**config.mk**
```make
export PLATFORM = sky130hd
export DESIGN_NAME = mem_line_arbiter_flat
export DESIGN_NICKNAME = d
export VERILOG_FILES = /design/src/rtl/mem_line_arbiter_if.sv /design/src/rtl/mem_line_arbiter.sv /design/src/flat_wrapper.sv
export SDC_FILE = /design/constraint.sdc
export NUM_CORES = 1
export LEC_CHECK = 0
export ABC_AREA = 1
export BUFFER_PORTS_ARGS = -buffer_cell sky130_fd_sc_hd__buf_2
export CAP_MARGIN = 20
export CORE_AREA = 2 2 291 293
export CTS_CLUSTER_SIZE = 28
export DETAILED_ROUTE_END_ITERATION = 6
export DIE_AREA = 0 0 293 295
export PLACE_DENSITY_LB_ADDON = 0.2
export SLEW_MARGIN = 20
export SYNTH_ARGS = -nofsm -noshare
export SYNTH_HDL_FRONTEND = slang
export SYNTH_SLANG_ARGS = --single-unit
```
**constraint.sdc**
```tcl
create_clock -name clk -period 1.5 [get_ports clk]
set_input_delay 0.3 -clock clk [delete_from_list [all_inputs] [get_ports clk]]
set_output_delay 0.3 -clock clk [all_outputs]
set_load 0.02 [all_outputs]
```
**src/rtl/mem_line_arbiter_if.sv**
```systemverilog
// Cache-side and RAM-side signal bundle for the line-RAM arbiter.
// slave = arbiter view, master = caches/RAM view.
interface mem_line_arbiter_if #(
  parameter int AW = 26,
  parameter int LW = 128
);
  logic          ic_req;
  logic [AW-1:0] ic_addr;
  logic          ic_ack;
  logic [LW-1:0] ic_rdata;

  logic          dc_req;
  logic          dc_we;
  logic [AW-1:0] dc_addr;
  logic [LW-1:0] dc_wdata;
  logic          dc_ack;
  logic [LW-1:0] dc_rdata;

  logic [AW-1:0] mem_raddr;
  logic [AW-1:0] mem_waddr;
  logic [LW-1:0] mem_wdata;
  logic          mem_we;
  logic [LW-1:0] mem_rdata;

  modport slave (
    input  ic_req, ic_addr,
    input  dc_req, dc_we, dc_addr, dc_wdata,
    input  mem_rdata,
    output ic_ack, ic_rdata,
    output dc_ack, dc_rdata,
    output mem_raddr, mem_waddr,
    output mem_wdata, mem_we
  );

  modport master (
    output ic_req, ic_addr,
    output dc_req, dc_we, dc_addr, dc_wdata,
    output mem_rdata,
    input  ic_ack, ic_rdata,
    input  dc_ack, dc_rdata,
    input  mem_raddr, mem_waddr,
    input  mem_wdata, mem_we
  );
endinterface

```
**src/rtl/mem_line_arbiter.sv**
```systemverilog
// Round-robin I/D line arbiter in front of the line RAM.
// One access at a time: IDLE -> BUSY (LAT cycles) -> DONE (ack).
module mem_line_arbiter #(
  parameter int LAT = 5,
  parameter int AW  = 26,
  parameter int LW  = 128
) (
  input logic           clk,
  input logic           reset,
  mem_line_arbiter_if.slave bus
);

  localparam logic [1:0] S_IDLE = 2'd0;
  localparam logic [1:0] S_BUSY = 2'd1;
  localparam logic [1:0] S_DONE = 2'd2;

  localparam logic OWN_I = 1'b0;
  localparam logic OWN_D = 1'b1;

  localparam logic [3:0] CNT_INIT = 4'(LAT - 1);

  logic [1:0]    state;
  logic          owner;
  logic          is_wr;
  logic          last_grant;
  logic [AW-1:0] addr;
  logic [LW-1:0] wdata;
  logic [3:0]    cnt;
  logic [LW-1:0] ic_line;
  logic [LW-1:0] dc_line;

  logic grant_i;
  logic grant_d;
  logic busy;
  logic last_beat;

  // D wins a tie only when I was served last
  always_comb begin
    grant_d = bus.dc_req &&
              (!bus.ic_req || last_grant == OWN_I);
    grant_i = bus.ic_req && !grant_d;
    busy      = state == S_BUSY;
    last_beat = busy && cnt == '0;
  end

  always_ff @(posedge clk) begin
    if (reset) begin
      state      <= S_IDLE;
      owner      <= OWN_I;
      is_wr      <= 1'b0;
      last_grant <= OWN_I;
      addr       <= '0;
      wdata      <= '0;
      cnt        <= '0;
      ic_line    <= '0;
      dc_line    <= '0;
    end else begin
      unique case (state)
        S_IDLE: begin
          if (grant_i || grant_d) begin
            owner      <= grant_d;
            last_grant <= grant_d;
            is_wr      <= grant_d && bus.dc_we;
            addr       <= grant_d ? bus.dc_addr
                                  : bus.ic_addr;
            wdata      <= (grant_d && bus.dc_we)
                          ? bus.dc_wdata : '0;
            cnt        <= CNT_INIT;
            state      <= S_BUSY;
          end
        end
        S_BUSY: begin
          if (cnt == '0) begin
            state <= S_DONE;
            if (!is_wr) begin
              if (owner == OWN_D)
                dc_line <= bus.mem_rdata;
              else
                ic_line <= bus.mem_rdata;
            end
          end else begin
            cnt <= cnt - 4'd1;
          end
        end
        S_DONE: begin
          state <= S_IDLE;
        end
        default: begin
          state <= S_IDLE;
        end
      endcase
    end
  end

  // RAM-side outputs park at zero outside BUSY
  assign bus.mem_raddr = busy ? addr  : '0;
  assign bus.mem_waddr = busy ? addr  : '0;
  assign bus.mem_wdata = busy ? wdata : '0;
  assign bus.mem_we    = last_beat && is_wr && !reset;

  assign bus.ic_ack = (state == S_DONE) &&
                      (owner == OWN_I) && !reset;
  assign bus.dc_ack = (state == S_DONE) &&
                      (owner == OWN_D) && !reset;

  assign bus.ic_rdata = ic_line;
  assign bus.dc_rdata = dc_line;

endmodule
```
**src/flat_wrapper.sv**
```systemverilog
// flat-port wrapper written by rule: the top's interface ports become plain ports
module mem_line_arbiter_flat 
#(
  parameter int LAT = 5,
  parameter int AW  = 26,
  parameter int LW  = 128
)
  (clk, reset, bus_ic_req, bus_ic_addr, bus_dc_req, bus_dc_we, bus_dc_addr, bus_dc_wdata, bus_mem_rdata, bus_ic_ack, bus_ic_rdata, bus_dc_ack, bus_dc_rdata, bus_mem_raddr, bus_mem_waddr, bus_mem_wdata, bus_mem_we);
  mem_line_arbiter_if #(.AW(AW), .LW(LW)) bus_i ();
  input logic clk;
  input logic reset;
  input wire logic [$bits(bus_i.ic_req)-1:0] bus_ic_req;
  input wire logic [$bits(bus_i.ic_addr)-1:0] bus_ic_addr;
  input wire logic [$bits(bus_i.dc_req)-1:0] bus_dc_req;
  input wire logic [$bits(bus_i.dc_we)-1:0] bus_dc_we;
  input wire logic [$bits(bus_i.dc_addr)-1:0] bus_dc_addr;
  input wire logic [$bits(bus_i.dc_wdata)-1:0] bus_dc_wdata;
  input wire logic [$bits(bus_i.mem_rdata)-1:0] bus_mem_rdata;
  output wire logic [$bits(bus_i.ic_ack)-1:0] bus_ic_ack;
  output wire logic [$bits(bus_i.ic_rdata)-1:0] bus_ic_rdata;
  output wire logic [$bits(bus_i.dc_ack)-1:0] bus_dc_ack;
  output wire logic [$bits(bus_i.dc_rdata)-1:0] bus_dc_rdata;
  output wire logic [$bits(bus_i.mem_raddr)-1:0] bus_mem_raddr;
  output wire logic [$bits(bus_i.mem_waddr)-1:0] bus_mem_waddr;
  output wire logic [$bits(bus_i.mem_wdata)-1:0] bus_mem_wdata;
  output wire logic [$bits(bus_i.mem_we)-1:0] bus_mem_we;
  assign bus_i.ic_req = bus_ic_req;
  assign bus_i.ic_addr = bus_ic_addr;
  assign bus_i.dc_req = bus_dc_req;
  assign bus_i.dc_we = bus_dc_we;
  assign bus_i.dc_addr = bus_dc_addr;
  assign bus_i.dc_wdata = bus_dc_wdata;
  assign bus_i.mem_rdata = bus_mem_rdata;
  assign bus_ic_ack = bus_i.ic_ack;
  assign bus_ic_rdata = bus_i.ic_rdata;
  assign bus_dc_ack = bus_i.dc_ack;
  assign bus_dc_rdata = bus_i.dc_rdata;
  assign bus_mem_raddr = bus_i.mem_raddr;
  assign bus_mem_waddr = bus_i.mem_waddr;
  assign bus_mem_wdata = bus_i.mem_wdata;
  assign bus_mem_we = bus_i.mem_we;
  mem_line_arbiter #(.LAT(LAT), .AW(AW), .LW(LW)) u_core (.clk(clk), .reset(reset), .bus(bus_i));
endmodule
```
## After elaboration in Yosys (flattened, before gate mapping)

Cells that the tools add are included.
W data, S select, Z words.

- Output and inout bits: 439
- Flip-flop bits (word level): 418
- Word-level logic and storage cells: 49
- Bits of input ports: 313

- Mux-type cells: 10
- Reduce and logical (&&, ||, !) cells: 23
- $add $sub $neg: 1
- Bitwise logic cells: 2
- Equality and inequality tests: 5

Operators with widths:

| operator | count |
|---|---|
| $mux W128 | 2 |
| $mux W26 | 2 |
| $logic_and A1 B1 Y1 | 10 |
| $mux W4 | 2 |
| $pmux W4 S2 | 1 |
| $reduce_and A4 Y1 | 2 |
| $logic_not A4 Y1 | 1 |
| $mux W2 | 2 |
| $ne A2 B2 Y1 const B | 2 |
| $pmux W2 S2 | 1 |
| $reduce_and A2 Y1 | 2 |
| $sub A4 B1 Y4 const B | 1 |
| $logic_not A1 Y1 | 3 |
| $reduce_and A3 Y1 | 1 |
| $eq A2 B1 Y1 const B | 1 |
| $eq A2 B2 Y1 const B | 1 |
| $logic_not A2 Y1 | 1 |
| $logic_or A1 B1 Y1 | 2 |
| $ne A2 B1 Y1 const B | 1 |
| $not A1 Y1 | 2 |
| $reduce_bool A2 Y1 | 1 |

## Longest topological paths before layout

Gate-level depths: netlist of run 1.

- Depth in word-level cells: 8
- Depth in mapped cells: 9
- Mapped depth without buffers: 8

## Worst setup path before layout of run 1

OpenSTA, ideal clock, no wires.

- Path type: register to output
- Start point: reg u_core.state[1]
- End point: out bus_mem_waddr[0]
- Buffers on the path: 3
- Data required time: 1200 ps
- Slack: -334 ps
- Stages on the path, launching flop included: 7
- Arrival: 1534 ps
- Path through: dfxtp_1 inv_1 nand2_1 clkbuf_1 clkbuf_1 nor2_1 buf_4

- Cells in the longest elaborated chain, start to end: 2

RTL lines:

| element | line | text |
|---|---|---|
| from (decl) | mem_line_arbiter.sv:22 | `logic [1:0] state;` |
| from (signal assigned) | mem_line_arbiter.sv:48 | `state <= S_IDLE;` |
| from (signal assigned) | mem_line_arbiter.sv:69 | `state <= S_BUSY;` |
| from (signal assigned) | mem_line_arbiter.sv:74 | `state <= S_DONE;` |
| $eq A2 B1 Y1 | mem_line_arbiter.sv:42 | `busy = state == S_BUSY;` |
| $mux W26 | -- |  |
| to (decl) | flat_wrapper.sv:24 | `output wire logic [$bits(bus_i.mem_waddr)-1:0] bus_mem_waddr;` |

No other way between the ends.

## Worst setup path after layout of run 1

- Start point: reg u_core.state[1]
- End point: out bus_mem_raddr[1]

- Cells in the longest elaborated chain, start to end: 2

RTL lines:

| element | line | text |
|---|---|---|
| $eq A2 B1 Y1 | mem_line_arbiter.sv:42 |  |
| $mux W26 | mem_line_arbiter.sv:96 | `assign bus.mem_raddr = busy ? addr : '0;` |
| to (decl) | flat_wrapper.sv:23 | `output wire logic [$bits(bus_i.mem_raddr)-1:0] bus_mem_raddr;` |

No other way between the ends.

==> impl_metrics.csv, run 1 <==
group,metric,value,unit
status,status,"complete, but fails checks",
status,violations,"setup timing",
sta,fin_worst_skew,0.0253,ns
grt,grtUsageTotal,17.3,%
sta,final.min_clock_period,2.14,ns
grt,grt_first_pass_wirelength,117,mm
drt,route.detailed.wl_per_inst,18.2,um
cts,cts_buffer_depth,3,
setup_path,first_element_of_the_critical_path,"u_core.state[1]",
drt,viasPerCell,4.29,
cts,htree_levels,2,
floorplanning,core_area,0.0832,mm2
grt,globalRouteOverflowTotal,0,
yosys,synth_top_family_by_area,"simple AND/OR/NAND/NOR gates",
finish,layout.cell_area.non_filler,0.0327,mm2
yosys,yosysSeqAreaShare,47.7,%
sta,fin_crit_sh,143,%
floorplanning,initial_utilization,21.1,%
sta,worst_pin_slew,0.571,ns
yosys,netlist_area,0.0175,mm2
drt,drtPass1Iterations,5,
pwr,finalPower,47200,uW
finish,regArea,0.00838,mm2
placed_design,dpl.hpwl,57.4,mm
finish,area.growth.synth_to_final,86.7,%
cts,clockRootBuffer,"sky130_fd_sc_hd__clkbuf_16",
placed_design,gp_congestion,0.808,
min_path,min_path_type,"input pin to register",
run,max_cap_viol_count,0,
floorplanning,die_w,293,um
drt,detail_route.drc_violations,0,
grt,grt_max_degree,100,
drt,routed_wl,87.2,mm
sta,setup_repair_after_global_routing_missed_its_margin,"yes",
yosys,synthSimpleGateAreaFrac,28.1,%
setup_path,r2r_cells,11,
finish,multiInputGateArea,0.00900,mm2
yosys,synth_ff_type,"sky130_fd_sc_hd__dfxtp_1",
floorplanning,fp.dieH,295,um
placed_design,placed_cell_area,0.0237,mm2
pwr,power.density,1440,mW/mm2
yosys,syn_inst,2573,
finish,num-fill-cells,8531,
cts,cts_tree,"built",
yosys,synth.net_count,2887,
placed_design,portBuffers,751,
setup_path,critPathRequiredTime,1.20,ns
yosys,yosysMostFrequentCell,"sky130_fd_sc_hd__nand2_1",
floorplanning,floorplan.die_area,0.0864,mm2
grt,number_of_global_route_vias_before_repair,19421,
floorplanning,pin_count,752,
setup_path,r2r_slack,-0.56,ns
yosys,compound_gate_fraction_of_synth_area,11.9,%
cts,worst_setup_hold_path_clk_slew,0.06,ns
yosys,post_synth_xor_area_fraction,0,%
setup_path,critPathKind,"register to primary output",
yosys,synthAdderAreaFrac,0.0714,%
yosys,synth_top_area_share,47.7,%
yosys,synth_largest_area_cell,"sky130_fd_sc_hd__dfxtp_1",
finish,nNetsFinal,3983,
yosys,yosys-top-cells-count,"sky130_fd_sc_hd__nand2_1 (659), sky130_fd_sc_hd__nor2_1 (419), sky130_fd_sc_hd__dfxtp_1 (418), sky130_fd_sc_hd__inv_1 (290), sky130_fd_sc_hd__a21oi_1 (287)",
finish,drive_gt1_share,37.7,%
yosys,postSynthRegisterBits,418,
yosys,synth.area.top_cells,"sky130_fd_sc_hd__dfxtp_1 (48%), sky130_fd_sc_hd__nand2_1 (14%), sky130_fd_sc_hd__nor2_1 (9.0%)",
setup_path,cp-endpoint,"bus_mem_raddr[1]",
sta,timing.final.hold_violations,0,
grt,antenna_violations_before_repair,6,
drt,via_count,20571,
setup_path,timing.critical_path.from_type,"register",
yosys,muxShareOfSynthArea,0,%
setup_path,critical_path.reg2reg.endpoint,"u_core.wdata[44]",
cts,numCtsBuffers,51,
sta,max_slew_margin,62.0,%
yosys,synthesis.yosys.warnings,0,
sta,timing.fmax,467,MHz
sta,report.final.slew_viol_count,0,
drt,initialDrtViolationCount,840,
pwr,worst_ir_drop_vdd,753,uV
floorplanning,num_rows,106,
yosys,synth_enable_flop_cells,0,
sta,fin_ws,-0.642,ns
pwr,p_leak,0.0144,uW
yosys,yosys.cell_types.count,20,
cts,cts.sinks,418,
setup_path,worst_endpoint_data_arrival_time,1.84,ns
setup_path,timing.critical_path.to_type,"primary output",
drt,drt.antenna.violating_nets,0,
setup_path,path_max_fanout,7,
setup_path,worst_r2r_startpoint,"u_core.state[1]",
yosys,syn-mean-instance-area,6.81,um2
cts,source_to_sink_clock_delay_at_the_later_pin_of_the_worst_skew_pair,0.61,ns
yosys,ys_async_sr_fraction,0,%
sta,setup_viol,581,
[routing by layer]
metal | part of all wire, % | global-route usage, % | vias up
li1 | - | - | 10230
met1 | 42 | 21.1 | 9571
met2 | 49 | 29.6 | 652
met3 | 7.1 | 4.96 | 114
met4 | 2.4 | 4.85 | 4
met5 | 0.039 | 0 | -
[worst min path at each step]
stage,from,to,slack [ns],cells past startpoint
floorplan,u_core.cnt[0],u_core.cnt[0],0.43,1
global placement,u_core.wdata[107],u_core.wdata[107],0.45,2
detailed placement,u_core.wdata[74],u_core.wdata[74],0.45,2
CTS,bus_ic_addr[11],u_core.addr[11],0.002,5
global route,bus_dc_addr[20],u_core.addr[20],0.04,5
finish,bus_dc_addr[20],u_core.addr[20],0.05,5
[layout make-up]
class,instances,area share (%)
sequential,418,25.6
tap,1080,4.13
antenna,4,0.0306
clock inverter,11,0.501
multi-input combinational,1641,27.5
inverter,293,3.43
clock buffer,80,4.54
timing repair buffer,1264,34.3
[flip-flops by register name (all words and copies together), names as in the netlist]
| name | flops |
|---|---|
| u_core.addr | 26 |
| u_core.bus.dc_rdata | 128 |
| u_core.bus.ic_rdata | 128 |
| u_core.cnt | 4 |
| u_core.is_wr | 1 |
| u_core.owner | 1 |
| u_core.state | 2 |
| u_core.wdata | 128 |
[report_power, final]
group	switching (uW)	internal, uW	leakage, uW	total (uW)
Combinational	11900	9200	0.0102	21100
Sequential	955	12700	0.00340	13700
Clock	5250	7170	0.000806	12400
Total	18100	29100	0.0144	47200
[cells in the final DEF, fill, tap and decap left out, types with 117 or more instances in the layout]
| master | netlist | final |
|---|---|---|
| sky130_fd_sc_hd__buf_4 | 40 | 117 |
| sky130_fd_sc_hd__o21ai_0 | 127 | 123 |
| sky130_fd_sc_hd__nand4_1 | 128 | 128 |
| sky130_fd_sc_hd__inv_1 | 290 | 286 |
| sky130_fd_sc_hd__dlygate4sd3_1 | 0 | 275 |
| sky130_fd_sc_hd__nor2_1 | 419 | 267 |
| sky130_fd_sc_hd__buf_6 | 0 | 175 |
| sky130_fd_sc_hd__nor2_4 | 0 | 130 |
| sky130_fd_sc_hd__buf_2 | 43 | 566 |
| sky130_fd_sc_hd__a21oi_1 | 287 | 223 |
| sky130_fd_sc_hd__nand2_1 | 659 | 568 |
| sky130_fd_sc_hd__dfxtp_1 | 418 | 414 |
[metrics by stage]
| step | cells | setup TNS (ns) | util (%) | worst slack (ns) | hold WS (ns) |
|---|---|---|---|---|---|
| final | 4791 | -195.18 | 39.4 | -0.642 | 0.0459 |
| after global routing | 4790 | -245.24 | 39.4 | -0.709 | 0.0376 |
| after CTS | 4714 | -165.28 | 35.5 | -0.691 | 0.00227 |
| after detailed placement | 4336 | -27.40 | 28.4 | -0.214 | 0.453 |
| after global placement | 4336 | -26.23 | 28.4 | -0.199 | 0.453 |
| after floorplan | 2573 | 0 | - | 0.000197 | 0.426 |
[critical path, cell delays in order (launching register included)]
cell                      delay (ns)
sky130_fd_sc_hd__dfxtp_2        0.34
sky130_fd_sc_hd__buf_6          0.13
sky130_fd_sc_hd__inv_12         0.08
sky130_fd_sc_hd__nand2_8        0.15
sky130_fd_sc_hd__buf_6          0.18
sky130_fd_sc_hd__nor2_4         0.20
sky130_fd_sc_hd__buf_6          0.15
[cells by family after synthesis]
group	count (synthesis)
adders and majority gates	1
AOI/OAI and AO/OA	417
and+or+nand+nor	1220
DFF	418
buffers and inverters	517
[what timing repair did]
item | in CTS | in global routing
setup endpoints to repair | 540 | 632
pin swaps | 7 | 121
resized for setup | 402 | 506
hold buffers | 275 | 0
hold endpoints to repair | 377 | 0
setup buffers | 4 | 29
gates cloned | 8 | 46
(Power assumes the default switching activity.)
==> run 2: changes to the inputs <==
--- a/config.mk
+++ b/config.mk
@@ -9,10 +9,10 @@
 export BUFFER_PORTS_ARGS = -buffer_cell sky130_fd_sc_hd__buf_2
 export CAP_MARGIN = 20
 export CORE_AREA = 2 2 291 293
-export CTS_CLUSTER_SIZE = 28
 export DETAILED_ROUTE_END_ITERATION = 6
 export DIE_AREA = 0 0 293 295
 export PLACE_DENSITY_LB_ADDON = 0.2
+export RECOVER_POWER = 50
 export SLEW_MARGIN = 20
 export SYNTH_ARGS = -nofsm -noshare
 export SYNTH_HDL_FRONTEND = slang
==> impl_metrics.csv, run 2 (same netlist as run 1, synthesis figures left out) <==
group,metric,value,unit
grt,number_of_global_route_vias_before_repair,19421,
placed_design,portBuffers,751,
setup_path,critPathKind,"register to primary output",
pwr,worst_ir_drop_vdd,752,uV
grt,global_route.usage.met2,29.6,%
drt,drt.antenna.violating_nets,0,
sta,timing.final.hold_violations,0,
pwr,combinationalPowerShare,44.7,%
grt,groute.layer.met1.usage,21.1,%
sta,final.min_clock_period,2.14,ns
floorplanning,die_w,293,um
sta,fin_worst_hold_slack,0.0493,ns
grt,grt-busiest-layer,"met2",
floorplanning,num_rows,106,
cts,source_to_sink_clock_delay_at_the_later_pin_of_the_worst_skew_pair,0.61,ns
grt,antenna_violations_before_repair,6,
cts,cts_tree,"built",
setup_path,worst_endpoint_data_arrival_time,1.84,ns
finish,mostFrequentLayoutCell,"sky130_fd_sc_hd__nand2_1",
finish,mostFrequentLayoutCells,"sky130_fd_sc_hd__nand2_1 (568), sky130_fd_sc_hd__buf_2 (467), sky130_fd_sc_hd__dfxtp_1 (414), sky130_fd_sc_hd__inv_1 (286), sky130_fd_sc_hd__dlygate4sd3_1 (275)",
sta,max_slew_margin,60.7,%
setup_path,critPathRequiredTime,1.20,ns
sta,report.final.slew_viol_count,0,
setup_path,path_max_fanout,7,
sta,setup_repair_after_global_routing_missed_its_margin,"yes",
drt,via_count,20568,
drt,drtPass1Iterations,4,
finish,num-fill-cells,8531,
finish,drive_gt1_share,37.7,%
finish,regArea,0.00838,mm2
floorplanning,fp.dieH,295,um
finish,area.growth.synth_to_final,86.6,%
pwr,clock_power_share,26.3,%
min_path,min_path_type,"input pin to register",
status,violations,"setup timing",
drt,initialDrtViolationCount,812,
setup_path,timing.critical_path.to_type,"primary output",
cts,cts_buffer_depth,3,
grt,globalRouteMet3Util,4.96,%
cts,cts.sinks,418,
sta,setup_viol,582,
run,max_cap_viol_count,0,
grt,grt_first_pass_wirelength,117,mm
drt,route.detailed.wl_per_inst,18.2,um
sta,timing.fmax,467,MHz
pwr,power.density,1440,mW/mm2
floorplanning,pin_count,752,
pwr,p_leak,0.0144,uW
finish,layout.cell_area.non_filler,0.0327,mm2
finish,finalCoreUtilization,39.4,%
placed_design,gp_congestion,0.808,
sta,fin_setup_tns,-194.67,ns
drt,detail_route.drc_violations,0,
placed_design,dpl.hpwl,57.4,mm
drt,routed_wl,87.2,mm
sta,fin_worst_skew,0.0246,ns
pwr,netSwitchingPower,18100,uW
drt,viasPerCell,4.29,
setup_path,r2r_slack,-0.56,ns
sta,fin_crit_sh,143,%
cts,htree_levels,2,
placed_design,dpl_worst_slack,-0.214,ns
placed_design,placed_cell_area,0.0237,mm2
grt,grtUsageTotal,17.3,%
pwr,p_sw_share,38.4,%
status,status,"complete, but fails checks",
grt,globalRouteOverflowTotal,0,
cts,clockRootBuffer,"sky130_fd_sc_hd__clkbuf_16",
setup_path,first_element_of_the_critical_path,"u_core.state[1]",
finish,multiInputGateArea,0.00900,mm2
setup_path,timing.critical_path.from_type,"register",
floorplanning,core_area,0.0832,mm2
pwr,internal_power_summed_over_all_cells,29100,uW
cts,numCtsBuffers,51,
sta,worst_pin_slew,0.589,ns
pwr,power_frac_seq,29.0,%
setup_path,worst_r2r_startpoint,"u_core.state[1]",
min_path,launch_point_of_the_worst_hold_path,"bus_dc_addr[20]",
cts,worst_setup_hold_path_clk_slew,0.06,ns
grt,grt_max_degree,100,
floorplanning,floorplan.die_area,0.0864,mm2
finish,nNetsFinal,3983,
floorplanning,initial_utilization,21.1,%
sta,fin_ws,-0.641,ns
run 2: cell types whose count changed in the layout (fill, tap and decap cells not counted), sizes merged:
cell / change
clkbuf: +100
buf: -100
run 2: timing repair:
item,CTS,global route
resized for setup,402,506
hold endpoints to repair,377,0
hold buffers,275,0
pin swaps,7,121
gates cloned,8,46
buffers inserted,4,29
endpoints found under the setup margin,540,632
run 2: power groups by stage:
stage / Combinational (uW) / Sequential, uW / Clock [uW]
floorplan: 6440 / 15200 / 0
global placement: 14500 / 13800 / 0
detailed placement: 14400 / 13900 / 0
CTS: 16400 / 13600 / 12800
global route: 22600 / 13900 / 13200
finish: 21100 / 13700 / 12400
run 2: cell type report:
class / instances / area share [%]
inverters: 293 / 3.43
repair buffers: 1264 / 34.3
diodes: 4 / 0.0306
clock buffers: 80 / 4.54
clock inverters: 11 / 0.501
flip-flops and latches: 418 / 25.6
multi-input cells: 1641 / 27.5
well taps: 1080 / 4.13
run 2: final timing paths:
kind / end / cells past startpoint
worst max-delay path: bus_mem_raddr[1] / 6
worst min-delay path: u_core.addr[20] / 5
worst max register to register: u_core.wdata[44] / 11
worst min register to register: u_core.wdata[11] / 2
run 2: worst max-delay path: stages, from the launching register on:
cell	delay, ns
sky130_fd_sc_hd__dfxtp_2	0.34
sky130_fd_sc_hd__buf_6	0.13
sky130_fd_sc_hd__inv_12	0.08
sky130_fd_sc_hd__nand2_8	0.15
sky130_fd_sc_hd__buf_6	0.18
sky130_fd_sc_hd__nor2_4	0.19
sky130_fd_sc_hd__buf_6	0.15
run 2: per-stage QoR:
stage | total power, uW | std cells
floorplan | 21600 | 2573
global placement | 28300 | 4336
detailed placement | 28300 | 4336
CTS | 42800 | 4714
global route | 49700 | 4790
finish | 47200 | 4791
run 2: routing by layer:
layer / part of all wire, % / vias to the layer above / wire length, um
li1: - / 10229 / -
met1: 42 / 9575 / 36500
met2: 49 / 645 / 42500
met3: 7.0 / 115 / 6080
met4: 2.4 / 4 / 2100
met5: 0.039 / - / 34
